$ cat src/rtl/serial_addsub_fsm.sv
// rtl/serial_addsub_fsm.sv - bit-serial add/subtract unit, LSB first, with valid/ready operand and result handshakes
// One full-add/full-subtract cell is reused for WIDTH clocks; carry/borrow lives in cb_reg between bits.
module serial_addsub_fsm #(
    parameter int WIDTH = 4
) (
    input  logic             clk,
    input  logic             rst,
    input  logic             in_valid,
    output logic             in_ready,
    input  logic [WIDTH-1:0] a,
    input  logic [WIDTH-1:0] b,
    input  logic             sub,
    input  logic             cbin,
    output logic             out_valid,
    input  logic             out_ready,
    output logic [WIDTH-1:0] result,
    output logic             cbout,
    output logic             busy
);

    localparam int CW = (WIDTH > 2) ? $clog2(WIDTH) : 1;

    typedef enum logic [1:0] {
        S_IDLE = 2'd0,
        S_RUN  = 2'd1,
        S_DONE = 2'd2
    } state_t;

    state_t           state;
    state_t           state_next;

    logic [WIDTH-1:0] a_sh;
    logic [WIDTH-1:0] b_sh;
    logic             sub_r;
    logic             cb_reg;
    logic [CW-1:0]    cnt;
    logic [WIDTH-1:0] result_r;
    logic             cbout_r;

    logic             accept;
    logic             last_bit;
    logic             a_bit;
    logic             b_bit;
    logic             prop;
    logic             sum_bit;
    logic             cb_next;

    assign accept   = (state == S_IDLE) && in_valid;
    assign last_bit = (state == S_RUN) && (cnt == CW'(WIDTH - 1));

    // Single full-add / full-subtract cell; subtraction differs only in the carry/borrow term.
    always_comb begin
        a_bit   = a_sh[0];
        b_bit   = b_sh[0];
        prop    = a_bit ^ b_bit;
        sum_bit = prop ^ cb_reg;
        if (sub_r) begin
            cb_next = (~a_bit & b_bit) | (cb_reg & ~prop);
        end else begin
            cb_next = (a_bit & b_bit) | (cb_reg & prop);
        end
    end

    always_ff @(posedge clk) begin
        if (rst) begin
            state <= S_IDLE;
        end else begin
            state <= state_next;
        end
    end

    always_comb begin
        state_next = state;
        case (state)
            S_IDLE: begin
                if (in_valid) begin
                    state_next = S_RUN;
                end
            end
            S_RUN: begin
                if (last_bit) begin
                    state_next = S_DONE;
                end
            end
            S_DONE: begin
                if (out_ready) begin
                    state_next = S_IDLE;
                end
            end
            default: state_next = S_IDLE;
        endcase
    end

    // Result bits enter at the MSB so the LSB-first stream lands in place after WIDTH shifts.
    always_ff @(posedge clk) begin
        if (rst) begin
            a_sh     <= '0;
            b_sh     <= '0;
            sub_r    <= 1'b0;
            cb_reg   <= 1'b0;
            cnt      <= '0;
            result_r <= '0;
            cbout_r  <= 1'b0;
        end else if (accept) begin
            a_sh   <= a;
            b_sh   <= b;
            sub_r  <= sub;
            cb_reg <= cbin;
            cnt    <= '0;
        end else if (state == S_RUN) begin
            a_sh     <= {1'b0, a_sh[WIDTH-1:1]};
            b_sh     <= {1'b0, b_sh[WIDTH-1:1]};
            cb_reg   <= cb_next;
            cnt      <= cnt + CW'(1);
            result_r <= {sum_bit, result_r[WIDTH-1:1]};
            if (last_bit) begin
                cbout_r <= cb_next;
            end
        end
    end

    assign in_ready  = (state == S_IDLE);
    assign out_valid = (state == S_DONE);
    assign busy      = (state == S_RUN);
    assign result    = result_r;
    assign cbout     = cbout_r;

endmodule

$ cat config.mk
export PLATFORM = sky130hd
export DESIGN_NAME = serial_addsub_fsm
export DESIGN_NICKNAME = d
export VERILOG_FILES = /design/src/rtl/serial_addsub_fsm.sv
export SDC_FILE = /design/constraint.sdc
export NUM_CORES = 1
export LEC_CHECK = 0
export CAP_MARGIN = 20
export CORE_MARGIN = 1
export CORE_UTILIZATION = 30
export DETAILED_ROUTE_END_ITERATION = 7
export GPL_ROUTABILITY_DRIVEN = 0
export PLACE_DENSITY = 0.56
export SYNTH_ARGS = -nofsm -noshare
export SYNTH_HDL_FRONTEND = slang
export SYNTH_SLANG_ARGS = --single-unit
export TNS_END_PERCENT = 100
$ cat constraint.sdc
create_clock -name clk -period 1.5 [get_ports clk]
set_input_delay 0.3 -clock clk [delete_from_list [all_inputs] [get_ports clk]]
set_output_delay 0.3 -clock clk [all_outputs]
set_load 0.1 [all_outputs]
==> Yosys cells after proc, flatten, opt, wreduce, memory -nomap -nowiden <==
Cells that the tools add are included.
{ "totals": {"register_bits": 19, "latch_bits": 0, "ramBits": 0, "rom_bits": 0, "inputBits": 14, "output_inout_bits": 8, "mem_count": 0} }
{ "classes": {"addsub": 1, "n_mul": 0, "n_div": 0, "n_lt_le_gt_ge": 0, "eq_ne": 6, "n_shift": 0, "muxes": 11, "bitwise_logic": 11, "reduce_logical": 8} }
{ "op_table": {"columns": ["op", "n"], "rows": [
  ["$mux 4", 4],
  ["$mux 2", 3],
  ["$pmux 2 s3", 1],
  ["$reduce_and 3->1", 2],
  ["$and 1x1->1", 4],
  ["$eq 2x2->1 const B", 2],
  ["$ne 2x1->1 const B", 2],
  ["$mux 1", 3],
  ["$not 1->1", 3],
  ["$add 2x1->2 const B", 1],
  ["$eq 2x1->1 const B", 1],
  ["$logic_and 1x1->1", 2],
  ["$logic_not 2->1", 1],
  ["$ne 2x2->1 const B", 1],
  ["$or 1x1->1", 2],
  ["$reduce_and 2->1", 1],
  ["$reduce_bool 2->1", 1],
  ["$reduce_or 2->1", 1],
  ["$xor 1x1->1", 2]
]} }

==> Longest topological paths before layout <==
{ "logic_depth": {"depth_word": 7, "mapped_depth": 5} }

==> Worst setup path after synthesis <==
No wires, ideal clock.
{ "synth_path": {"path_type": "register to register", "start": "register state[0]", "end": "register state[1]", "setup_ns": 0.073, "arrival_ns": 2.113, "required_time_ns": 1.427, "path_slack_ns": -0.686, "path_stages_with_launch": 5, "synth_period_minus_slack_ns": 2.186, "path_cell_list": "dfxtp_1 -> buf_4 -> nor2b_1 -> a22oi_1 -> nor2_1"} }
{ "synth_via": {"elab_cells_between_ends": 9} }
{ "synth_lines": {"columns": ["element", "line_no", "source"], "rows": [
  ["from (decl)", "29", "state_t state;"],
  ["from (signal assigned)", "68", "state <= state_next;"],
  ["$eq 2x2->1 (*)", null, null],
  ["named net out_valid", "14", "output logic out_valid,"],
  ["$ne 2x1->1 (no source line)", null, null],
  ["$reduce_and 3->1 (no source line)", null, null]
]} }
The timed path passes the listed nets; every way through them passes the cells marked *.
A chain may end at the register's enable or synchronous reset.

==> Final worst setup path <==
{ "layout_path": {"start": "register state[0]", "end": "output out_valid"} }
{ "layout_via": {"elab_chain_cells": 1} }
{ "layout_lines": {"columns": ["element", "line_no", "source"], "rows": [
  ["$eq 2x2->1", "123", "assign out_valid = (state == S_DONE);"],
  ["to (decl)", "14", null]
]} }
No other way between the ends.

==> run metrics <==
CTS tree=yes; final-report hold violation count=0; met2 WL=814 µm; Design Area, Final=1280 µm²; HP Start=cnt[0]; worst-case clock skew=0.00159 ns; cell accounting for the most synthesized area=dfxtp_1; Worst Max-Slew Pin Slew=around 0.3 ns; Synth Instances=85; most frequent cells in the layout=nor2_1, dfxtp_1, clkdlybuf4s50_1; status=completed; Critical Path Source=state[0]; peak supply drop=~530 µV; IO buf count=21; Met1 Routed Length=approximately 930 µm; RSZ-0062 raised after global routing=no; Routed WL=roughly 1900 µm; top-area cell type share of the netlist area=0.448; leading cell type in the layout, fill and taps excluded=nor2_1; core area=between 2000 and 3000 µm²; initial detailed-routing violation count=16; initial antenna violation count=0; synth warn=0; TNS Setup=0 ns; Syn Nets=slightly above 100; LEAKAGE=approximately 0.0005 µW; Clock transition at path regs=about 0.11 ns; total die area=around 3000 µm²; worst path cell trace=buf_4, nor2b_4, buf_12; crit path time final=between 1 and 1.5 ns; HPWL Detailed=between 1000 and 1500 µm; critical path endpoint category=output port; max layer used=met4; Num CTS Buffers=3; Slowest cell on crit path=dfxtp_1; Max Freq=approximately 0.7 GHz; fillers=between 200 and 300; largest net degree at the start of global routing=11; Yosys cell types=24; final period utilization=0.953; area of placed instances=about 1200 µm²; num rows=18; Crit path required time=approximately 1.2 ns; HP Class=reg2reg; Clock Sinks=19; via count of the routed design=around 730; number of global-route vias before repair=748; crit path DAT=about 1.1 ns; #FFs+latches synth=19; final setup margin=around 0.071 ns; Initial Util=0.331; DIE WIDTH=~55 µm; clock buffer depth=2; # nets final=~140; max incr delay on CP=about 0.34 ns; first-pass GRT wire length=between 3000 and 4000 µm; Vias per Instance=between 4 and 5; Final setup viols=0; P per Cell Area=around 870 nW/µm²; H-tree depth=1; Cell Area, Synth=850 µm²; Final ANT Viol Nets=0; Top Ports=22; WHS=around 0.5 ns; main area contributors after synthesis=dfxtp_1, nor2_1, mux2i_1; Pre-antenna DRT Iters=4; sequential area share after synthesis=0.448; Root Buffer=clkbuf_4; Setup WS pre-CTS=-0.0234 ns; antenna cells=0; Max-Cap Viols=0; Skew-Pair Late Insertion Delay=about 0.30 ns; Slew Viols, Final=0; worst-path fanout max=3; gr usage total=0.144; area delta synth->final=51.1%; Worst Setup Start Kind=flop; Detail Route met3 WL=about 79 µm; Vert. Die Dim=roughly 55 µm; Slew HR=0.795; grt total ovfl=0; type of the worst setup path=reg2out; WL/cell=around 13 µm; drt drc=0; Crit Reg-Reg Startpoint=b_sh[0]; count of hold-fix buffers inserted at cts=0; share of layout cells above drive strength 1=0.288; syn avg cell area=9.99 µm²
==> routing by layer <==
layer  vias to the layer above  global-route usage
li1                        368                   -
met1                       345               0.185
met2                        13               0.208
met3                         5              0.0468
met4                         0              0.0857
met5                         -                   0
==> worst paths after layout <==
| check | cells after the start | slack [ns] | to |
|---|---|---|---|
| hold / removal | 1 | 0.49 | cnt[0] |
| setup reg to reg | 5 | 0.13 | cb_reg |
| setup / recovery | 3 | 0.07 | out_valid |
| hold reg to reg | 1 | 0.49 | cnt[0] |
==> worst max-delay path: cells and delay by family (launching register included) <==
kind	cells	cell delay, ns
buf+inv	2	0.34
flops	1	0.34
simple gates	1	0.14
==> logic make-up after synthesis <==
group                      count (synthesis)  synth area share
DFF                                       19             0.448
muxes                                      6            0.0707
AOI/OAI and AO/OA                         23             0.224
adders and majority gates                  3            0.0619
buffers and inverters                     10            0.0633
and+or+nand+nor                           24             0.133
==> report_power, final <==
part	leakage, µW	internal [µW]	switching [µW]
logic	0.000342	135	155
clock network	0.0000150	104	162
registers	0.000157	536	25.4
==> per-stage QoR <==
stage,cells,utilization,power (µW)
final,148,0.500,1120
after CTS,146,0.492,1130
after global placement,141,0.479,856
after floorplan,85,-,744
after detailed placement,141,0.479,860
after global routing,148,0.500,1190
==> area by class of cell <==
| type | instances | area, µm² | share of cell area |
|---|---|---|---|
| Tap cell | 30 | 37.5 | 0.0292 |
| Timing Repair Buffer | 33 | 380 | 0.296 |
| Multi-Input combinational cell | 56 | 430 | 0.335 |
| Inverter | 6 | 22.5 | 0.0175 |
| Clock buffer | 4 | 26.3 | 0.0205 |
| Sequential cell | 19 | 387 | 0.301 |
==> repair_timing <==
item,CTS,global route
gates resized for setup,1,3
endpoints found under the setup margin,2,2
buffers inserted,1,2
pin swaps,0,1
endpoints found under the hold margin,0,0
==> Yosys cell counts, drive strengths merged <==
| cell | instances |
|---|---|
| o2bb2ai | 2 |
| buf | 3 |
| a211oi | 7 |
| and2b | 1 |
| inv | 6 |
| a221oi | 1 |
| nor2 | 19 |
| nor2b | 2 |
| clkbuf | 1 |
| o21bai | 1 |
| a311oi | 1 |
| a22oi | 4 |
| nor3b | 1 |
| mux2i | 6 |
| a2111oi | 1 |
| dfxtp | 19 |
| nand2b | 1 |
| o22ai | 4 |
| fa | 2 |
| a21oi | 1 |
| o21ba | 1 |
| ha | 1 |
(Power assumes the default switching activity.)
